--- config.mk ---
export PLATFORM = sky130hd
export DESIGN_NAME = rmt_ctrl_pkt_gen
export DESIGN_NICKNAME = d
export VERILOG_FILES = /design/src/rtl/rmt_ctrl_pkt_gen.sv
export SDC_FILE = /design/constraint.sdc
export NUM_CORES = 1
export LEC_CHECK = 0
export ABC_AREA = 1
export CAP_MARGIN = 40
export CORE_AREA = 3 3 381 383
export DETAILED_ROUTE_END_ITERATION = 12
export DIE_AREA = 0 0 384 386
export PLACE_DENSITY = 0.38
export SYNTH_ARGS = -nofsm -noshare
export SYNTH_HDL_FRONTEND = slang
export SYNTH_SLANG_ARGS = --single-unit
--- constraint.sdc ---
create_clock -name clk -period 3.9 [get_ports clk]
set_input_delay 1.17 -clock clk [delete_from_list [all_inputs] [get_ports clk]]
set_output_delay 1.17 -clock clk [all_outputs]
set_load 0.03 [all_outputs]
--- src/rtl/rmt_ctrl_pkt_gen.sv ---
// Control-packet generator: turns one table-write request into a 2-beat Ethernet/VLAN/IPv4/UDP packet on a 512-bit AXI-Stream.
// Optional macro RMT_CTRL_IP_CSUM_EN adds a CSUM state that fills in the IPv4 header checksum.
module rmt_ctrl_pkt_gen #(
    parameter int          C_M_AXIS_DATA_WIDTH  = 512,
    parameter int          C_M_AXIS_TUSER_WIDTH = 128,
    parameter logic [15:0] CTRL_UDP_PORT        = 16'hf1f2,
    parameter logic [11:0] CTRL_VLAN_ID         = 12'h00f,
    parameter logic [31:0] SRC_IP               = 32'h01000000,
    parameter logic [31:0] DST_IP               = 32'hdededede
) (
    input  logic                                 clk,
    input  logic                                 rst,
    input  logic                                 cfg_valid,
    output logic                                 cfg_ready,
    input  logic [7:0]                           cfg_resource_id,
    input  logic [7:0]                           cfg_index,
    input  logic [5:0]                           cfg_len,
    input  logic [255:0]                         cfg_payload,
    output logic [C_M_AXIS_DATA_WIDTH-1:0]       m_axis_tdata,
    output logic [C_M_AXIS_DATA_WIDTH/8-1:0]     m_axis_tkeep,
    output logic [C_M_AXIS_TUSER_WIDTH-1:0]      m_axis_tuser,
    output logic                                 m_axis_tvalid,
    output logic                                 m_axis_tlast,
    input  logic                                 m_axis_tready,
    output logic                                 err_len
);
    localparam int KEEP_W = C_M_AXIS_DATA_WIDTH / 8;

    typedef enum logic [1:0] {IDLE, CSUM, HDR, PAY} state_t;

    state_t         state_reg, state_next;
    logic [7:0]     id_reg, idx_reg, seq_reg;
    logic [5:0]     len_reg;
    logic [255:0]   payload_reg;
    logic           err_len_reg;
    logic           accept, len_legal;
    logic [15:0]    ip_len, udp_len, pkt_len, csum_field;
    logic [7:0]     hdr_byte [64];
    logic [511:0]   hdr_flat;
    logic [255:0]   pay_flat;
    logic [63:0]    keep_mask;

    assign cfg_ready = (state_reg == IDLE) && !rst;
    assign accept    = cfg_valid && cfg_ready;
    assign len_legal = (cfg_len != 6'd0) && (cfg_len <= 6'd32);
    assign err_len   = err_len_reg;

    assign ip_len  = 16'd46 + {10'd0, len_reg};
    assign udp_len = 16'd26 + {10'd0, len_reg};
    assign pkt_len = 16'd64 + {10'd0, len_reg};

`ifdef RMT_CTRL_IP_CSUM_EN
    logic [15:0] csum_reg;
    logic [19:0] csum_sum;
    logic [16:0] csum_fold1;
    logic [16:0] csum_fold2;

    // Only total length varies per packet; all other header words are constants.
    assign csum_sum   = 20'h04500 + {4'd0, ip_len} + 20'h04011
                      + {4'd0, SRC_IP[31:16]} + {4'd0, SRC_IP[15:0]}
                      + {4'd0, DST_IP[31:16]} + {4'd0, DST_IP[15:0]};
    assign csum_fold1 = {1'b0, csum_sum[15:0]} + {13'd0, csum_sum[19:16]};
    assign csum_fold2 = {1'b0, csum_fold1[15:0]} + {16'd0, csum_fold1[16]};
    assign csum_field = ~csum_fold2[15:0];
`else
    assign csum_field = 16'h0000;
`endif

    always_ff @(posedge clk) begin
        if (rst) begin
            state_reg   <= IDLE;
            id_reg      <= '0;
            idx_reg     <= '0;
            len_reg     <= '0;
            payload_reg <= '0;
            seq_reg     <= '0;
            err_len_reg <= 1'b0;
        end else begin
            state_reg   <= state_next;
            err_len_reg <= accept && !len_legal;
            if (accept && len_legal) begin
                id_reg      <= cfg_resource_id;
                idx_reg     <= cfg_index;
                len_reg     <= cfg_len;
                payload_reg <= cfg_payload;
            end
            if (state_reg == PAY && m_axis_tready)
                seq_reg <= seq_reg + 8'd1;
        end
    end

`ifdef RMT_CTRL_IP_CSUM_EN
    always_ff @(posedge clk) begin
        if (rst)
            csum_reg <= '0;
        else if (state_reg == CSUM)
            csum_reg <= csum_field;
    end
`endif

    always_comb begin
        state_next = state_reg;
        case (state_reg)
            IDLE: begin
                if (accept && len_legal) begin
`ifdef RMT_CTRL_IP_CSUM_EN
                    state_next = CSUM;
`else
                    state_next = HDR;
`endif
                end
            end
            CSUM:    state_next = HDR;
            HDR:     if (m_axis_tready) state_next = PAY;
            PAY:     if (m_axis_tready) state_next = IDLE;
            default: state_next = IDLE;
        endcase
    end

    always_comb begin
        for (int n = 0; n < 64; n++)
            hdr_byte[n] = 8'h00;
        for (int n = 0; n < 6; n++) begin
            hdr_byte[n]     = 8'(8'h06 + n);
            hdr_byte[6 + n] = 8'(n);
        end
        hdr_byte[12] = 8'h81;
        hdr_byte[14] = {4'h0, CTRL_VLAN_ID[11:8]};
        hdr_byte[15] = CTRL_VLAN_ID[7:0];
        hdr_byte[16] = 8'h08;
        hdr_byte[18] = 8'h45;
        hdr_byte[20] = ip_len[15:8];
        hdr_byte[21] = ip_len[7:0];
        hdr_byte[26] = 8'h40;
        hdr_byte[27] = 8'h11;
`ifdef RMT_CTRL_IP_CSUM_EN
        hdr_byte[28] = csum_reg[15:8];
        hdr_byte[29] = csum_reg[7:0];
`else
        hdr_byte[28] = csum_field[15:8];
        hdr_byte[29] = csum_field[7:0];
`endif
        hdr_byte[30] = SRC_IP[31:24];
        hdr_byte[31] = SRC_IP[23:16];
        hdr_byte[32] = SRC_IP[15:8];
        hdr_byte[33] = SRC_IP[7:0];
        hdr_byte[34] = DST_IP[31:24];
        hdr_byte[35] = DST_IP[23:16];
        hdr_byte[36] = DST_IP[15:8];
        hdr_byte[37] = DST_IP[7:0];
        hdr_byte[38] = 8'h04;
        hdr_byte[39] = 8'hd2;
        hdr_byte[40] = CTRL_UDP_PORT[15:8];
        hdr_byte[41] = CTRL_UDP_PORT[7:0];
        hdr_byte[42] = udp_len[15:8];
        hdr_byte[43] = udp_len[7:0];
        hdr_byte[46] = id_reg;
        hdr_byte[47] = seq_reg;
        hdr_byte[48] = idx_reg;
    end

    genvar gi;
    generate
        for (gi = 0; gi < 64; gi++) begin : g_hdr_pack
            assign hdr_flat[8*gi +: 8] = hdr_byte[gi];
        end
        // Bytes past the request length go out as zero, not stale payload.
        for (gi = 0; gi < 32; gi++) begin : g_pay_mask
            assign pay_flat[8*gi +: 8] = (len_reg > 6'(gi)) ? payload_reg[8*gi +: 8] : 8'h00;
        end
    endgenerate

    assign keep_mask = (64'd1 << len_reg) - 64'd1;

    always_comb begin
        m_axis_tvalid = 1'b0;
        m_axis_tlast  = 1'b0;
        m_axis_tdata  = '0;
        m_axis_tkeep  = '0;
        m_axis_tuser  = '0;
        case (state_reg)
            HDR: begin
                m_axis_tvalid = 1'b1;
                m_axis_tdata  = hdr_flat[C_M_AXIS_DATA_WIDTH-1:0];
                m_axis_tkeep  = '1;
                m_axis_tuser  = {{(C_M_AXIS_TUSER_WIDTH-16){1'b0}}, pkt_len};
            end
            PAY: begin
                m_axis_tvalid = 1'b1;
                m_axis_tlast  = 1'b1;
                m_axis_tdata  = {{(C_M_AXIS_DATA_WIDTH-256){1'b0}}, pay_flat};
                m_axis_tkeep  = keep_mask[KEEP_W-1:0];
                m_axis_tuser  = {{(C_M_AXIS_TUSER_WIDTH-16){1'b0}}, pkt_len};
            end
            default: ;
        endcase
    end

endmodule

# [After elaboration in Yosys (flattened, before gate mapping)]
# Cells that the tools add are included.
# W data, S select, Z words.
[totals] ff_bits=289 inputBits=282 output_inout_bits=708
[op_classes] n_eq_ne=6 shift=1 n_lt_le_gt_ge=33 n_addsub=5 muxes=41 n_reduce_logical=12
[ops] op="$pmux W392 S2" n=1
[ops] op="$mux W8" n=33
[ops] op="$pmux W64 S2" n=1
[ops] op="$gt A6 B5 Y1 const B" n=16
[ops] op="$shl A1 B6 Y64 const A" n=1
[ops] op="$sub A64 B1 Y64 const B" n=1
[ops] op="$gt A6 B4 Y1 const B" n=8
[ops] op="$gt A6 B3 Y1 const B" n=4
[ops] op="$gt A6 B1 Y1 const B" n=2
[ops] op="$gt A6 B2 Y1 const B" n=2
[ops] op="$add A7 B6 Y8 const A" n=1
[ops] op="$add A8 B1 Y8 const B" n=1
[ops] op="$pmux W2 S4" n=1
[ops] op="$add A5 B6 Y7 const A" n=1
[ops] op="$add A6 B6 Y7 const A" n=1
[ops] op="$le A6 B6 Y1 const B" n=1
[ops] op="$logic_and A1 B1 Y1" n=6
[ops] op="$mux W2" n=3
[ops] op="$reduce_bool A6 Y1" n=1
[ops] op="$eq A2 B2 Y1 const B" n=2
[ops] op="$ne A2 B2 Y1 const B" n=2
[ops] op="$reduce_and A3 Y1" n=1
[ops] op="$eq A2 B1 Y1 const B" n=1
[ops] op="$logic_not A1 Y1" n=2
[ops] op="other kinds (4)" n=5

# [Logic depth before layout (Yosys ltp)]
[logic_depth] depth_word=6 depth_mapped=14 ltp_nobuf=13

# [Worst setup path after synthesis]
# Ideal clock, no wire load.
[synth_timing] path_type="reg-to-output" start="register state_reg[1]" end="output port m_axis_tdata[349]" required_time_ns=2.730 setup_slack_ns=-0.142 path_buffers=1 stages_incl_launch_ff=6 arrival_ns=2.872 cell_sequence="dfxtp_1 > clkinv_1 > nor2_2 > clkinv_1 > clkbuf_1 > a211oi_1"
[synth_via] elab_chain_cells=2 elab_cells_between_ends=3 cone_classes="eq/ne (2); mux (1)"
[synth_rtl] element="from (decl)" line_no="31" rtl="state_t state_reg, state_next;"
[synth_rtl] element="from (signal assigned)" line_no="79" rtl="state_reg <= state_next;"
[synth_rtl] element="$eq A2 B2 Y1" line_no="181" rtl="case (state_reg)"
[synth_rtl] element="$pmux W392 S2 *" line_no="181"
[synth_rtl] element="to (decl)" line_no="19" rtl="output logic [C_M_AXIS_DATA_WIDTH-1:0] m_axis_tdata,"
# Every way passes the cells marked *; elsewhere a longest branch is shown, timed or not.

# [Worst setup path after layout]
[layout_timing] start="register len_reg[2]" end="output port m_axis_tkeep[24]"
[layout_via] elab_chain_cells=3
[layout_rtl] element="from (decl)" line_no="33" rtl="logic [5:0] len_reg;"
[layout_rtl] element="from (signal assigned)" line_no="84" rtl="len_reg <= cfg_len;"
[layout_rtl] element="$shl A1 B6 Y64" line_no="173" rtl="assign keep_mask = (64'd1 << len_reg) - 64'd1;"
[layout_rtl] element="$sub A64 B1 Y64" line_no="173"
[layout_rtl] element="$pmux W64 S2" line_no="181"
[layout_rtl] element="to (decl)" line_no="20" rtl="output logic [C_M_AXIS_DATA_WIDTH/8-1:0] m_axis_tkeep,"
# No other way between the ends.

==> metrics.md <==
| Metric | Value |
|---|---|
| Outcome | finished, final reports clean |
| Fin nets | roughly 3500 |
| Adder and majority gate portion of the synthesized area | 0.442% |
| Async SR Flop Fraction | 0% |
| Complex-gate fraction of the synthesized area | about a fifth |
| Power density cells | 361 nW/µm² |
| Final setup viols | 0 |
| Die X | 384 µm |
| Largest family of logic cells by synthesized area | buffers and inverters |
| TNS Setup | 0 ps |
| I/O Buffers | 682 |
| Post-layout util | 19.9% |
| Worst Path Buf+Inv | 3 |
| Tightest Pin Transition | 696 ps |
| # DRC | 0 |
| Max-slew headroom | 53.1% |
| CTS tree | done |
| Synth Warn # | 0 |
| Fillers | ~16000 |
| Hold Vio Cnt, Final | 0 |
| Worst Setup SP | len_reg[2]$_SDFFE_PP0P_ |
| Area leader, netlist | dfxtp_1 |
| Kind of critical path | flop to output port |
| RePlAce Congestion | 0.868 |
| Clock Pin Slew Worst Setup and Hold Paths | 50 ps |
| Final setup margin | between 50 and 60 ps |
| Synth top area share | between 30% and 40% |
| Max FFs per register | 256 |
| RSZ-0062 raised after global routing | true |
| EDFF count, synth | 0 |
| Sequential area share after synthesis | 34.1% |
| Slowest stage cell, crit path | o21ai_0 |
| Reg2reg start | state_reg[0]$_SDFFE_PP0P_ |
| Via-per-instance ratio | 3.57 |
| Peak supply drop | 0.246 mV |
| Core area | 142000 µm² |
| GRT overflow | 0 |
| Worst path top cell family by delay | simple AND/OR/NAND/NOR gates |
| R2R depth | 8 |
| Worst slack, placed | 77.3 ps |
| Share of post-route cells with drive strength above 1 | about 23% |
| Worst path required time | ~2700 ps |
| Wirelength per Cell | 19.9 µm |
| Post-route cell area | ~28000 µm² |
| Worst R2R Setup Slack | 1320 ps |
| Critical Path AT | 2680 ps |
| Levels on crit path | 9 |
| Row cnt | around 140 |
| Clock sinks | 289 |
| Startpoint types | flop |
| Final Cycle Share | 98.7% |
| Area post-placement | between 20000 and 30000 µm² |
| Crit Path Max Fanout | 7 |
| CTS Root Cell | clkbuf_16 |
| Layout area overhead | 66.2% |
| Post-Syn Area | approximately 17000 µm² |
| Critical Path End | m_axis_tkeep[24] |
| Vert. Die Dim | 386 µm |
| Routed Wire Length | 102000 µm |
| Most common cell in the netlist | buf_4 |
| Max-capacitance violation count | 0 |
| Initial antenna violation count | 10 |
| Vias in the first global route | 17300 |
| Die ar. | 148000 µm² |
| Final HPWL from detailed placement | 81400 µm |
| Post-synthesis register bit count | 289 |
| Tightest Hold Check Type | flop to flop |
| Cell Chain, Critical Path | buf_6 -> nor2_4 -> nand3_1 -> nand3_4 -> buf_6 -> nor2_4 -> xor2_1 -> o21ai_0 -> buf_12 |
| Syn Inst Count | 2483 |
| Largest net degree at the start of global routing | 80 |
| DR vias | 18200 |
| Hold buffers post-CTS | 0 |
| XOR/XNOR share of the synthesized area | 0.670% |
| Reg-to-reg critical path endpoint | payload_reg[66]$_SDFFE_PP0P_ |
| First-pass GRT wire length | around 140000 µm |
| 1st-pass router iterations | 5 |
| Synth unique cells | 46 |
| CP peak stage delay | ~370 ps |
| Crit path capture type | output port |
| Slew Limit Fails | 0 |
| Post-synthesis mux area share | 0% |
| Ports | 990 |
| ANT nets after route | 0 |
| Leak | 11.9 nW |
| Post-synth top cells | 352 x buf_4, 330 x inv_1, 312 x o21ai_0, 303 x a21oi_1, 289 x dfxtp_1 |
| GR Util All Layers | 12.8% |
| Post-Synth Simple-Gate Area | 17.2% |
| Clk_lat worst skew | between 500 and 600 ps |
| CTS buffer count | between 40 and 50 |
| Initial Util | 12.0% |
| Most used DFF post-synth | dfxtp_1 |
| Total chip power | 10.2 mW |
| CTS Buffer Depth | 3 |
| Top cells by area, synth | dfxtp_1 34%, buf_4 16%, o21ai_0 9.2% |
| Clk_skew | 18.2 ps |
| H-Tree Depth | 2 |
| Initial DRC Count | 901 |
| Min Tclk post-route | 3850 ps |
| Max Fclk | 260 MHz |
| Syn avg cell area | 6.84 µm² |
==> stage by stage <==
stage               instances  hold slack [ps]
floorplan                2789              425
global placement         5015              437
detailed placement       5018              442
CTS                      5104              451
global route             5112              465
finish                   5118              448
==> worst register-to-register path: stages (launching register included) <==
cell and delay, ps:
dfxtp_1 360, buf_4 240, nor3_1 390, and2_1 260
nand3_4 150, buf_12 200, buf_12 290, o21ai_0 480
a21oi_1 70
==> power by group <==
part,internal [mW],switching (mW),total (mW)
clock network,2.63,1.61,4.24
registers,3.12,0.0497,3.17
logic,0.975,1.80,2.77
total,6.72,3.46,10.2
==> worst min path at each step <==
stage | startpoint | end | slack (ps) | cells after the start
after floorplan | payload_reg[1]$_SDFFE_PP0P_ | payload_reg[1]$_SDFFE_PP0P_ | 420 | 2
after global placement | payload_reg[10]$_SDFFE_PP0P_ | payload_reg[10]$_SDFFE_PP0P_ | 440 | 2
after detailed placement | payload_reg[33]$_SDFFE_PP0P_ | payload_reg[33]$_SDFFE_PP0P_ | 440 | 2
after CTS | payload_reg[33]$_SDFFE_PP0P_ | payload_reg[33]$_SDFFE_PP0P_ | 450 | 2
final | payload_reg[32]$_SDFFE_PP0P_ | payload_reg[32]$_SDFFE_PP0P_ | 450 | 2
after global routing | payload_reg[251]$_SDFFE_PP0P_ | payload_reg[251]$_SDFFE_PP0P_ | 460 | 2
==> layer usage <==
layer  vias up  share of wire (%)  track usage, %
met4         4                1.6            2.46
met2       705                 48            21.2
li1       8849                  -               -
met5         -              0.021               0
met1      8619                 43            16.7
met3        69                8.1            3.42
==> cell type report <==
class                           count  area (µm²)  area share [%]
Sequential cell                   289        5810            20.6
Inverter                          350        1360            4.80
Tap cell                         1890        2360            8.38
Multi-Input combinational cell   1649        8460            30.0
Clock buffer                       59        1210            4.28
Timing Repair Buffer              859        8730            30.9
Clock inverter                     16         283            1.00
Antenna cell                        6        15.0          0.0532
==> cells in the final DEF, fill, tap and decap left out, drive strengths merged, types with 2 or more instances in the layout <==
| master | synthesis | routed |
|---|---|---|
| and2 | 3 | 3 |
| dlymetal6s2s | 0 | 7 |
| nor3 | 201 | 201 |
| o31ai | 30 | 30 |
| inv | 347 | 349 |
| nor3b | 2 | 2 |
| clkdlybuf4s15 | 0 | 2 |
| o21ai | 330 | 330 |
| diode | 0 | 6 |
| nand2 | 216 | 216 |
| a31o | 2 | 2 |
| nand3 | 65 | 65 |
| a21oi | 303 | 303 |
| o21a | 2 | 2 |
| dfxtp | 289 | 289 |
| xnor2 | 6 | 6 |
| xor2 | 7 | 7 |
| a31oi | 2 | 2 |
| dlygate4sd2 | 0 | 75 |
| o32ai | 2 | 2 |
| nand4 | 15 | 15 |
| o22ai | 3 | 3 |
| o211ai | 3 | 3 |
| conb | 1 | 307 |
| clkbuf | 129 | 61 |
| clkinvlp | 0 | 4 |
| clkinv | 3 | 6 |
| buf | 372 | 469 |
| bufinv | 0 | 7 |
| clkdlybuf4s50 | 0 | 304 |
| nor2 | 138 | 138 |
| ha | 6 | 6 |
==> logic make-up after synthesis <==
| logic type | after synthesis |
|---|---|
| AO/OA/AOI/OAI | 681 |
| XOR/XNOR | 13 |
| adder cells (fa/ha/maj) | 6 |
| buffers and inverters | 851 |
| flip-flops | 289 |
| other | 1 |
| AND/OR/NAND/NOR | 642 |
==> what timing repair did <==
action / CTS / global route
resized for setup: 196 / 108
pin swaps: 9 / 17
buffers inserted: 11 / 8
setup endpoints to repair: 211 / 68
Note: power is estimated with default switching activity, not from simulation.
